<file path="config.mk">
export PLATFORM = sky130hd
export DESIGN_NAME = router_pkt_fifo
export DESIGN_NICKNAME = d
export VERILOG_FILES = /design/src/rtl/router_pkt_fifo.sv
export SDC_FILE = /design/constraint.sdc
export NUM_CORES = 1
export LEC_CHECK = 0
export ABC_CLOCK_PERIOD_IN_PS = 7720
export BUFFER_PORTS_ARGS = -buffer_cell sky130_fd_sc_hd__buf_2
export CAP_MARGIN = 5
export CORE_MARGIN = 1.5
export CORE_UTILIZATION = 65
export DETAILED_ROUTE_END_ITERATION = 8
export PLACE_DENSITY = 0.81
export SLEW_MARGIN = 20
export SYNTH_ARGS = -nofsm -noshare
export SYNTH_HDL_FRONTEND = slang
export SYNTH_SLANG_ARGS = --single-unit
</file>
<file path="constraint.sdc">
create_clock -name clk -period 7.72 [get_ports clk]
set_input_delay 1.544 -clock clk [delete_from_list [all_inputs] [get_ports clk]]
set_output_delay 1.544 -clock clk [all_outputs]
set_load 0.02 [all_outputs]
</file>
<file path="src/rtl/router_pkt_fifo.sv">
// Packet-aware output-channel FIFO for the 1x3 router: {tag, data} storage with packet byte tracking.
// Optional read watchdog enabled by defining ROUTER_PKT_FIFO_TIMEOUT_EN.
module router_pkt_fifo #(
    parameter int DATA_W    = 8,
    parameter int DEPTH     = 16,
    parameter int AFULL_TH  = 14,
    parameter int LEN_LSB   = 2,
    parameter int LEN_W     = 6,
    parameter int TO_CYCLES = 30
) (
    input  logic                     clk,
    input  logic                     reset,
    input  logic                     soft_reset,
    input  logic                     w_en,
    input  logic                     r_en,
    input  logic                     lfd_state,
    input  logic [DATA_W-1:0]        d_in,
    output logic [DATA_W-1:0]        d_out,
    output logic                     empty,
    output logic                     full,
    output logic                     almost_full,
    output logic [$clog2(DEPTH):0]   occupancy,
    output logic [LEN_W:0]           pkt_remaining,
    output logic                     pkt_done,
    output logic                     timeout
);

    localparam int AW = $clog2(DEPTH);
    localparam int PW = AW + 1;

    logic [DATA_W:0]    mem_r [DEPTH];
    logic [PW-1:0]      w_ptr_r;
    logic [PW-1:0]      r_ptr_r;
    logic [DATA_W-1:0]  d_out_r;
    logic [LEN_W:0]     pkt_rem_r;
    logic               last_rd_r;
    logic               pkt_done_r;

    logic               empty_s;
    logic               full_s;
    logic [PW-1:0]      occ_s;
    logic               wr_ok_s;
    logic               rd_ok_s;
    logic               flush_s;
    logic               fire_s;
    logic [DATA_W:0]    rd_entry_s;
    logic               rd_tag_s;
    logic [LEN_W-1:0]   rd_len_s;

    assign empty_s    = (w_ptr_r == r_ptr_r);
    assign full_s     = (w_ptr_r[AW] != r_ptr_r[AW]) && (w_ptr_r[AW-1:0] == r_ptr_r[AW-1:0]);
    assign occ_s      = w_ptr_r - r_ptr_r;
    assign wr_ok_s    = w_en && !full_s;
    assign rd_ok_s    = r_en && !empty_s;
    assign flush_s    = soft_reset || fire_s;
    assign rd_entry_s = mem_r[r_ptr_r[AW-1:0]];
    assign rd_tag_s   = rd_entry_s[DATA_W];
    assign rd_len_s   = rd_entry_s[LEN_LSB +: LEN_W];

    assign d_out         = d_out_r;
    assign empty         = empty_s;
    assign full          = full_s;
    assign occupancy     = occ_s;
    assign almost_full   = (occ_s >= PW'(AFULL_TH));
    assign pkt_remaining = pkt_rem_r;
    assign pkt_done      = pkt_done_r;

`ifdef ROUTER_PKT_FIFO_TIMEOUT_EN
    localparam int TW = $clog2(TO_CYCLES + 1);

    logic [TW-1:0] to_cnt_r;
    logic          timeout_r;

    assign fire_s  = !empty_s && !rd_ok_s && (to_cnt_r == TW'(TO_CYCLES - 1));
    assign timeout = timeout_r;

    // Watchdog: counts idle cycles while data waits, flushes the channel on expiry.
    always_ff @(posedge clk) begin
        if (reset || soft_reset) begin
            to_cnt_r  <= {TW{1'b0}};
            timeout_r <= 1'b0;
        end else if (fire_s) begin
            to_cnt_r  <= {TW{1'b0}};
            timeout_r <= 1'b1;
        end else if (empty_s || rd_ok_s) begin
            to_cnt_r  <= {TW{1'b0}};
            timeout_r <= 1'b0;
        end else begin
            to_cnt_r  <= to_cnt_r + TW'(1);
            timeout_r <= 1'b0;
        end
    end
`else
    assign fire_s  = 1'b0;
    assign timeout = 1'b0;
`endif

    // Storage array; intentionally not reset.
    always_ff @(posedge clk) begin
        if (wr_ok_s && !reset && !flush_s) begin
            mem_r[w_ptr_r[AW-1:0]] <= {lfd_state, d_in};
        end
    end

    // Pointers, read data register and packet tracking.
    always_ff @(posedge clk) begin
        if (reset || flush_s) begin
            w_ptr_r    <= {PW{1'b0}};
            r_ptr_r    <= {PW{1'b0}};
            d_out_r    <= {DATA_W{1'b0}};
            pkt_rem_r  <= {(LEN_W+1){1'b0}};
            last_rd_r  <= 1'b0;
            pkt_done_r <= 1'b0;
        end else begin
            pkt_done_r <= last_rd_r;
            last_rd_r  <= 1'b0;
            if (wr_ok_s) begin
                w_ptr_r <= w_ptr_r + PW'(1);
            end
            if (rd_ok_s) begin
                r_ptr_r <= r_ptr_r + PW'(1);
                d_out_r <= rd_entry_s[DATA_W-1:0];
                if (rd_tag_s) begin
                    // Header: payload length plus the trailing parity byte.
                    pkt_rem_r <= {1'b0, rd_len_s} + {{LEN_W{1'b0}}, 1'b1};
                end else if (pkt_rem_r != {(LEN_W+1){1'b0}}) begin
                    pkt_rem_r <= pkt_rem_r - {{LEN_W{1'b0}}, 1'b1};
                    last_rd_r <= (pkt_rem_r == {{LEN_W{1'b0}}, 1'b1});
                end
            end
        end
    end

endmodule

</file>
==> metrics.txt <==
status finished clean; syn_nets ~460; CTS sink cnt about 180; chip width 107.8 um; endpoint type of the worst setup path output port; Hold WS ~0.43 ns; HP Start last_rd_r; EDFF count, synth between 100 and 150; Max IR drop VDD 0.0002211 V; # Post-CTS Setup Buffers 0; unrepaired setup endpoints after global routing false; vias per cell 6.271; area of the multi-input gates a little over 2000 um^2; Post-DP Area 7425 um^2; Setup TNS 0 ns; vias in the first global route roughly 3900; worst r2r src w_ptr_r[2]; grt met2 use a little under half; setup ws final 3.690 ns; Main synth FF type edfxtp_1; Final Max Tran Viols 0; max frequency between 200 and 250 MHz; top post-synthesis cells by area edfxtp_1 (61%), mux4_2 (12%), dfxtp_1 (8.7%); Yosys warning total 0; drt drc 0; DR iter-0 viols between 500 and 600; CP max stage delay about 0.40 ns; Post-DP HPWL around 9400 um; Non-Filler Instances approximately 630; Setup Skew about 0.0078 ns; dpl cells 595; Layout Nets roughly 500; Design Area, Final between 8000 and 9000 um^2; Final Cycle Share between 50% and 60%; Antenna Cells 0; Critical Path Slowest Stage Cell fa_1; Crit path top cell by count inv_1; Yosys top cell by area edfxtp_1; GRT Total Usage between 20% and 30%; gpl congestion between 0.8 and 0.9; Clock Latency Late Sink around 0.54 ns; layout cells sized above 1 23.41%; layer with the highest usage met2; type of element launching the critical path register; Max-Slew Margin vs Limit between 30% and 40%; CP Class register to output port; Worst Path Arrival between 2 and 2.5 ns; clk slew on worst S/H paths approximately 0.06 ns; initial core utilization 66.10%; Seq/Total Area, Yosys 69.31%; Setup Viol. Count Final 0; Core Rows 38; Critical Path RT 6.18 ns; M1 GR Usage around 34%; Cell Chain, Critical Path inv_1 > ha_1 > inv_1 > fa_1 > a21o_1 > a21oi_1 > xor2_1 > a31o_2 > buf_2; Largest delay share family, worst path adder cells; HP Class register to register; PostCTS Resize Cnt 0; Die H approximately 110 um; met3 track demand over resource approximately 6.4%; antenna viol nets, final 0; Power Density roughly 240 nW/um^2; pre-CTS setup slack ~3.8 ns; CP Buf/Inv Count 3; first-pass GRT wire length roughly 22000 um; Syn Area/Cell between 15 and 20 um^2; Max H-tree Level 4; FF+latch count, synth roughly 180; PortBufs 37; CTS buffer count 17; cell area after synthesis 7134 um^2; register area between 4000 and 5000 um^2; ys async rst share 0%; Worst Max-Slew Pin Slew about 1 ns; cells after synthesis ~430; via count between 3000 and 4000; Synth cell types between 40 and 50; Leakage around 2.6 nW; Max-Cap Viols 0; Crit. Startpoint w_ptr_r[0]; grt total ovfl 0; Bufs on Longest Clock Path 2; share of the synthesized area in the top cell type around 61%; Core ar. 10790 um^2; CTS tree done; CP max FO 5; Layout fillers about 640; Hold Fails Final Rpt 0; Ports 39; synth-to-layout area growth 12.59%; root buffer cell clkbuf_8; initial antenna violation count 0; drt wl/cell roughly 23 um; pin count of the biggest net entering global routing 37; die area 11610 um^2; Tmin final between 4 and 5 ns; TritonRoute pass-1 iters 5; hold bufs inserted after CTS 0; drt total wl ~15000 um
power breakdown:
part | total (W) | internal [W] | switching [W] | leakage [nW]
sequential | 0.00103 | 0.00102 | 0.00000230 | 1.55
combinational | 0.0000642 | 0.0000211 | 0.0000430 | 0.824
clock | 0.000858 | 0.000522 | 0.000336 | 0.278
total | 0.00195 | 0.00157 | 0.000382 | 2.65
logic make-up (layout without fill, tap and decap cells):
logic type	count (synthesis)	in the layout	share of synthesized area (%)
adders and majority gates	14	14	2.561
buffers and inverters	30	83	1.947
DFF	175	175	69.31
xor gates and xnor gates	14	14	1.719
muxes	46	46	13.31
and+or+nand+nor	102	102	6.594
AOI/OAI and AO/OA	52	52	4.507
other	1	1	0.05256
synth_stat cells (all sizes together), types with 10 or more instances:
cell	n
a21oi	18
mux4	39
nor2	32
dfxtp	31
edfxtp	144
buf	13
o21ai	11
inv	10
nand2	34
ha	13
a22oi	10
layout make-up:
| type | instances | share of cell area, % |
|---|---|---|
| Sequential cell | 175 | 61.57 |
| Clock buffer | 20 | 5.296 |
| Timing Repair Buffer | 41 | 2.679 |
| Multi-Input combinational cell | 229 | 25.72 |
| Clock inverter | 12 | 2.087 |
| Inverter | 10 | 0.4673 |
| Tap cell | 140 | 2.181 |
state kept, by name, summed over array words and instances, names as in the netlist, named ones only:
signal	count
pkt_remaining	7
last_rd_r	1
mem_r	144
r_ptr_r	5
pkt_done	1
w_ptr_r	5
d_out	8
metal layers:
layer	vias up	wire [um]
met5	-	0
met4	0	433
met3	28	897
met2	158	7655
met1	1993	5598
li1	1753	-
worst paths after layout:
| check | to | slack [ns] | cells after the start |
|---|---|---|---|
| worst min-delay path | pkt_done | 0.43 | 1 |
| worst min register to register | pkt_done | 0.43 | 1 |
| worst max register to register | mem_r[8][6] | 4.63 | 7 |
| worst max-delay path | almost_full | 3.69 | 9 |
cells in the final DEF, fill, tap and decap left out, types with 13 or more instances in the layout:
cell type and count:
edfxtp_1 144, mux4_2 39, buf_2 37, nand2_1 34, nor2_1 31, dfxtp_1 30
a21oi_1 18, clkbuf_16 16, ha_1 13
through the flow:
step | util [%] | power [W]
2_1_floorplan | - | 0.001084
3_3_place_gp | 68.79 | 0.001108
3_5_place_dp | 68.79 | 0.001110
4_1_cts | 74.29 | 0.001958
5_1_grt | 74.43 | 0.001997
6_report | 74.43 | 0.001948
No activity file was read; power rests on OpenSTA's default activity.
